--- src/rtl/btn_debounce.sv ---
// ============================================================================
// btn_debounce
//
// Two-channel push-button debouncer.
//
// Each channel works on its own and follows the same steps:
//   1. The raw active-low button input goes through a two-flop synchronizer.
//   2. The synchronized value is inverted to give a sample s (1 = pressed).
//   3. A counter counts the consecutive clock edges on which s disagrees with
//      the debounced level.
//   4. The debounced level takes the new value only after DEBOUNCE_CYCLES such
//      edges in a row. One agreeing edge restarts the count from zero.
//
// Press and release pulses come from an edge detector on the registered level.
// Each pulse is high for exactly one cycle.
//
// Parameters
//   DEBOUNCE_CYCLES  consecutive disagreeing edges needed to accept a change.
//                    Must be 2 or more.
//   CNT_WIDTH        width of each debounce counter.
//                    Must satisfy 2**CNT_WIDTH > DEBOUNCE_CYCLES.
//
// Ports
//   clk          rising-edge clock for all logic
//   rst          synchronous, active-high reset
//   btn1_n       raw asynchronous button 1, active-low (0 = pressed)
//   btn2_n       raw asynchronous button 2, active-low (0 = pressed)
//   btn_level    debounced state, active-high
//                (bit 0 = button 1, bit 1 = button 2)
//   btn_press    one-cycle pulse per bit when the debounced level goes 0 -> 1
//   btn_release  one-cycle pulse per bit when the debounced level goes 1 -> 0
// ============================================================================
module btn_debounce #(
    parameter int DEBOUNCE_CYCLES = 16,
    parameter int CNT_WIDTH       = 16
) (
    input  logic       clk,
    input  logic       rst,
    input  logic       btn1_n,
    input  logic       btn2_n,
    output logic [1:0] btn_level,
    output logic [1:0] btn_press,
    output logic [1:0] btn_release
);

    // Counter value on the last disagreeing edge before a change is accepted.
    localparam logic [CNT_WIDTH-1:0] CNT_LAST = CNT_WIDTH'(DEBOUNCE_CYCLES - 1);
    localparam logic [CNT_WIDTH-1:0] CNT_ONE  = CNT_WIDTH'(1);

    logic [1:0]           raw_n;    // {btn2_n, btn1_n}
    logic [1:0]           sync1;    // first synchronizer stage (active-low)
    logic [1:0]           sync2;    // second synchronizer stage (active-low)
    logic [1:0]           sample;   // synchronized and inverted, 1 = pressed
    logic [1:0]           level_q;  // btn_level delayed by one cycle, for edges
    logic [CNT_WIDTH-1:0] cnt [2];  // one debounce counter per channel

    assign raw_n  = {btn2_n, btn1_n};
    assign sample = ~sync2;

    // NOTE: every register in this block uses non-blocking assignments.
    // All right-hand sides then see the values from before the clock edge.
    // Because of this, the pulse logic below reads the old btn_level even
    // though btn_level is updated later in the same block.
    always_ff @(posedge clk) begin
        if (rst) begin
            // NOTE: the counters are cleared explicitly along with all other
            // state. This throws away a partial count, and nothing stays
            // unknown after reset.
            sync1       <= 2'b11;
            sync2       <= 2'b11;
            cnt[0]      <= '0;
            cnt[1]      <= '0;
            btn_level   <= 2'b00;
            level_q     <= 2'b00;
            btn_press   <= 2'b00;
            btn_release <= 2'b00;
        end else begin
            sync1 <= raw_n;
            sync2 <= sync1;

            // The pulses use the level from one cycle back. So a press shows up
            // one cycle after btn_level rises. A reset on the accepting edge
            // clears level_q and btn_level together, so no pulse follows it.
            level_q     <= btn_level;
            btn_press   <= btn_level & ~level_q;
            btn_release <= ~btn_level & level_q;

            for (int i = 0; i < 2; i++) begin
                if (sample[i] == btn_level[i]) begin
                    // The sample agrees with the level: restart the count.
                    cnt[i] <= '0;
                end else if (cnt[i] == CNT_LAST) begin
                    // This is the DEBOUNCE_CYCLES-th disagreeing edge in a row:
                    // accept the change and clear the counter.
                    btn_level[i] <= sample[i];
                    cnt[i]       <= '0;
                end else begin
                    // The counter stops at CNT_LAST and never wraps.
                    cnt[i] <= cnt[i] + CNT_ONE;
                end
            end
        end
    end

endmodule
--- config.mk ---
export PLATFORM = sky130hd
export DESIGN_NAME = btn_debounce
export DESIGN_NICKNAME = d
export VERILOG_FILES = /design/src/rtl/btn_debounce.sv
export SDC_FILE = /design/constraint.sdc
export NUM_CORES = 1
export LEC_CHECK = 0
export ABC_AREA = 0
export CAP_MARGIN = 0
export CORE_AREA = 2 2 61 63
export CTS_BUF_LIST = sky130_fd_sc_hd__clkbuf_2
export DETAILED_ROUTE_END_ITERATION = 16
export DIE_AREA = 0 0 63 65
export HOLD_SLACK_MARGIN = 0.06
export PLACE_DENSITY = 0.87
export SETUP_SLACK_MARGIN = 0.1
export SYNTH_ARGS = -nofsm -noshare
export SYNTH_HDL_FRONTEND = slang
export SYNTH_SLANG_ARGS = --single-unit
--- constraint.sdc ---
create_clock -name clk -period 3.6 [get_ports clk]
set_input_delay 0.72 -clock clk [delete_from_list [all_inputs] [get_ports clk]]
set_output_delay 0.72 -clock clk [all_outputs]
set_load 0.03 [all_outputs]
==> impl_table.tex <==
\begin{tabular}{lr}
\hline
Metric & Value \\
\hline
\multicolumn{2}{l}{\textbf{Drt}} \\
Number of remaining DRC errors & 0 \\
Violation count after the first detailed-routing iteration & 42 \\
Post-detailed-route via-to-cell ratio & 5.04 \\
Router iterations before antenna repair & 5 \\
Routed wire length & $\sim$3400 um \\
Number of routed nets with antenna violations & 0 \\
Wire length per cell after detailed routing & roughly 12 um \\
DR vias & around 1.4k \\
\multicolumn{2}{l}{\textbf{Setup path}} \\
Master of the slowest instance on the critical path & sky130\_fd\_sc\_hd\_\_clkdlybuf4s50\_1 \\
Worst setup EP type & output pin \\
Endpoint arrival time on the critical path & around 1600 ps \\
Critical path, cell by cell & clkdlybuf4s50\_1 \\
Biggest cell delay along the critical path & around 710 ps \\
Startpoint Class & flop \\
Worst Path Buf+Inv & 1 \\
Critical-path maximum fanout & 5 \\
Data required time at the worst endpoint & 2880 ps \\
Kind of cell adding the most delay to the critical path & buffers and inverters \\
Type of the worst setup path & reg -> out \\
\multicolumn{2}{l}{\textbf{Placement}} \\
Gpl congestion & 0.814 \\
Post-Place Setup Slack & between 1000 and 1500 ps \\
Number of port buffers & 9 \\
Detailed-placement wirelength estimate & roughly 2500 um \\
\multicolumn{2}{l}{\textbf{Synthesis}} \\
Synth Warn \# & 0 \\
Summed instance area of the synthesized netlist & 2130 um\^{}2 \\
Post-synthesis cell type with the largest combined area & sky130\_fd\_sc\_hd\_\_edfxtp\_1 \\
Fraction of the yosys area taken by sequential cells & 0.565 \\
Synthesized area per cell & roughly 11 um\^{}2 \\
Post-synthesis async set-or-reset flop share & 0 \\
Yosys cell types & 28 \\
Share of Yosys cell area claimed by the top area cell type & 0.452 \\
Register bit count reported by yosys & between 40 and 50 \\
Leading post-synthesis cells by cell area & sky130\_fd\_sc\_hd\_\_edfxtp\_1 45\%, sky130\_fd\_sc\_hd\_\_dfxtp\_1 11\%, sky130\_fd\_sc\_hd\_\_xnor2\_1 10\% \\
Number of enable flip-flop cells after synthesis & 32 \\
Instance count of the mapped netlist & roughly 190 \\
Flip-flop cell with the highest count after synthesis & sky130\_fd\_sc\_hd\_\_edfxtp\_1 \\
\multicolumn{2}{l}{\textbf{Layout}} \\
Share of cells above drive strength 1 & 0.0886 \\
Antenna diode instance count & 0 \\
Post-synthesis to final-layout area growth & 13.5\% \\
Number of nets in the layout & 242 \\
\multicolumn{2}{l}{\textbf{Timing}} \\
Setup repair after global routing missed its margin & false \\
Worst slew margin relative to its limit & 0.656 \\
Final setup vio count & 0 \\
Minimum setup slack in the final design & around 1300 ps \\
Worst hold-check slack & 425 ps \\
Slew @ Worst Pin & between 500 and 600 ps \\
Shortest period the worst path allows & roughly 2300 ps \\
Worst clock skew & 9.31 ps \\
Number of failing hold endpoints at the final stage & 0 \\
Max-slew violation total from the final report & 0 \\
Crit share post-route & 0.642 \\
TNS Setup & 0 ps \\
Fmax & 433 MHz \\
\multicolumn{2}{l}{\textbf{Floorplan}} \\
Top-Level Pins & 10 \\
Height of the die & 65 um \\
Floorplan die area & 4100 um\^{}2 \\
Area of the placeable core & $\sim$3500 um\^{}2 \\
Initial Utilization & 0.608 \\
Die X & about 63 um \\
Std cell rows & 22 \\
\multicolumn{2}{l}{\textbf{Clock tree}} \\
Number of cells upsized or downsized after cts & 0 \\
Post-CTS Setup Repair Bufs & 0 \\
Clock transition time at the flip-flop clock pins of the worst setup and hold paths & approximately 220 ps \\
CTS HTree Levels & 2 \\
Root buffer cell & sky130\_fd\_sc\_hd\_\_clkbuf\_2 \\
Hold-fix buffers, CTS & 0 \\
Number of buffers created by CTS & 5 \\
Number of sinks driven by the clock tree & 44 \\
Clock Path Buffers & 2 \\
Later-pin clock latency in the skew report & 410 ps \\
CTS tree & done \\
\multicolumn{2}{l}{\textbf{Global routing}} \\
Global-route wire length before repair & between 5000 and 6000 um \\
Overall global routing resource usage & 0.192 \\
Antenna violations before repair & 0 \\
Number of global-route vias before repair & around 1.4k \\
Global route total overflow & 0 \\
Pin count of the biggest net entering global routing & 15 \\
\multicolumn{2}{l}{\textbf{Outcome}} \\
Outcome & completed \\
\multicolumn{2}{l}{\textbf{Power}} \\
Switching power of the nets & about 0.0002 W \\
Areal power density over the cells & 344 nW/um\^{}2 \\
Total design power & between 0.0008 and 0.0009 W \\
Share of total power in sequential cells & 0.701 \\
Leakage Power & roughly 0.83 nW \\
Net switching share of the total power & 0.243 \\
Relative contribution of combinational cells to total power & 0.050 \\
Cell internal power dissipation & around 0.00063 W \\
Share of power burned in the clock network & 0.250 \\
Max IR drop VDD & between 0.0003 and 0.0004 V \\
\multicolumn{2}{l}{\textbf{Worst hold path}} \\
Min-Delay Path Class & reg -> reg \\
\multicolumn{2}{l}{\textbf{Run}} \\
Max cap viols & 0 \\
\hline
\end{tabular}
[cell usage after synthesis (2+ instances only)]
master / instances
sky130_fd_sc_hd__buf_4: 2
sky130_fd_sc_hd__nor3b_1: 2
sky130_fd_sc_hd__nor4_1: 11
sky130_fd_sc_hd__inv_1: 8
sky130_fd_sc_hd__nor3_1: 10
sky130_fd_sc_hd__ha_1: 2
sky130_fd_sc_hd__nor4_2: 3
sky130_fd_sc_hd__dfxtp_1: 12
sky130_fd_sc_hd__nor2_2: 3
sky130_fd_sc_hd__nor2_1: 33
sky130_fd_sc_hd__nand4_1: 8
sky130_fd_sc_hd__or2_2: 4
sky130_fd_sc_hd__and3_1: 3
sky130_fd_sc_hd__xor2_1: 5
sky130_fd_sc_hd__edfxtp_1: 32
sky130_fd_sc_hd__nand2_1: 7
sky130_fd_sc_hd__nor2b_1: 4
sky130_fd_sc_hd__nand3_1: 9
sky130_fd_sc_hd__xnor2_1: 25
[layout by cell type (no fill, tap or decap), types with 2 or more instances in the layout]
master / netlist / final
sky130_fd_sc_hd__nor3_1: 10 / 10
sky130_fd_sc_hd__nand4_1: 8 / 8
sky130_fd_sc_hd__nor2b_1: 4 / 4
sky130_fd_sc_hd__dfxtp_1: 12 / 12
sky130_fd_sc_hd__nand2_1: 7 / 7
sky130_fd_sc_hd__nand3_1: 9 / 9
sky130_fd_sc_hd__nor3b_1: 2 / 2
sky130_fd_sc_hd__nor4_2: 3 / 3
sky130_fd_sc_hd__clkbuf_2: 0 / 6
sky130_fd_sc_hd__inv_1: 8 / 8
sky130_fd_sc_hd__xnor2_1: 25 / 25
sky130_fd_sc_hd__edfxtp_1: 32 / 32
sky130_fd_sc_hd__or2_2: 4 / 4
sky130_fd_sc_hd__xor2_1: 5 / 5
sky130_fd_sc_hd__clkdlybuf4s50_1: 0 / 9
sky130_fd_sc_hd__and3_1: 3 / 3
sky130_fd_sc_hd__conb_1: 1 / 32
sky130_fd_sc_hd__nor2_2: 3 / 3
sky130_fd_sc_hd__nor2_1: 33 / 33
sky130_fd_sc_hd__nor4_1: 11 / 11
sky130_fd_sc_hd__ha_1: 2 / 2
[state kept, by name, summed over array words and instances, names as in the netlist]
name and cells:
btn_level 2, btn_press 2, btn_release 2, cnt 32, level_q 2, sync1 2
sync2 2
[layer usage]
layer | vias to the layer above | wire length (um) | track usage
met2 | 36 | 1580 | 0.316
li1 | 738 | - | -
met5 | - | 0 | 0
met1 | 653 | 1630 | 0.243
met4 | 0 | 81 | 0.0972
met3 | 9 | 144 | 0.0382
[cell families (layout without fill, tap and decap cells)]
family	Yosys count	count (layout)	share of synthesized area
AND/OR/NAND/NOR	102	102	0.268
flip-flops	44	44	0.565
XOR/XNOR	30	30	0.124
buffers and inverters	11	25	0.0230
AO/OA/AOI/OAI	1	1	0.00235
other	1	32	0.00176
adder cells (fa/ha/maj)	2	2	0.0118
multiplexers	1	1	0.00471
[layout make-up]
class,instances,area (um^2)
Inverter,8,30.0
Tap cell,48,60.1
Clock buffer,6,30.0
Multi-Input combinational cell,168,992
Clock inverter,2,10.0
Sequential cell,44,1200
Fill cell,244,1080
Timing Repair Buffer,9,90.1
[power groups by stage]
stage | Combinational, W | Clock [W] | Sequential, W
after global routing | 0.0000481 | 0.000226 | 0.000586
after floorplan | 0.0000325 | 0 | 0.000588
after CTS | 0.0000402 | 0.000212 | 0.000582
final | 0.0000413 | 0.000208 | 0.000583
after detailed placement | 0.0000396 | 0 | 0.000593
after global placement | 0.0000386 | 0 | 0.000593
[worst paths after layout]
check	from	endpoint	slack, ps	cells after the start
setup reg to reg	cnt[0][0]	cnt[0][4]	1670	5
setup / recovery	btn_level[0]	btn_level[0]	1290	1
hold / removal	level_q[0]	btn_press[0]	420	1
hold reg to reg	level_q[0]	btn_press[0]	420	1
[metrics by stage]
step | cells | utilization | cell area [um^2]
5_1_grt | 285 | 0.690 | 2410
3_3_place_gp | 277 | 0.679 | 2370
2_1_floorplan | 223 | - | 2240
6_report | 285 | 0.690 | 2410
3_5_place_dp | 277 | 0.679 | 2370
4_1_cts | 285 | 0.690 | 2410
No activity file was read; power rests on OpenSTA's default activity.
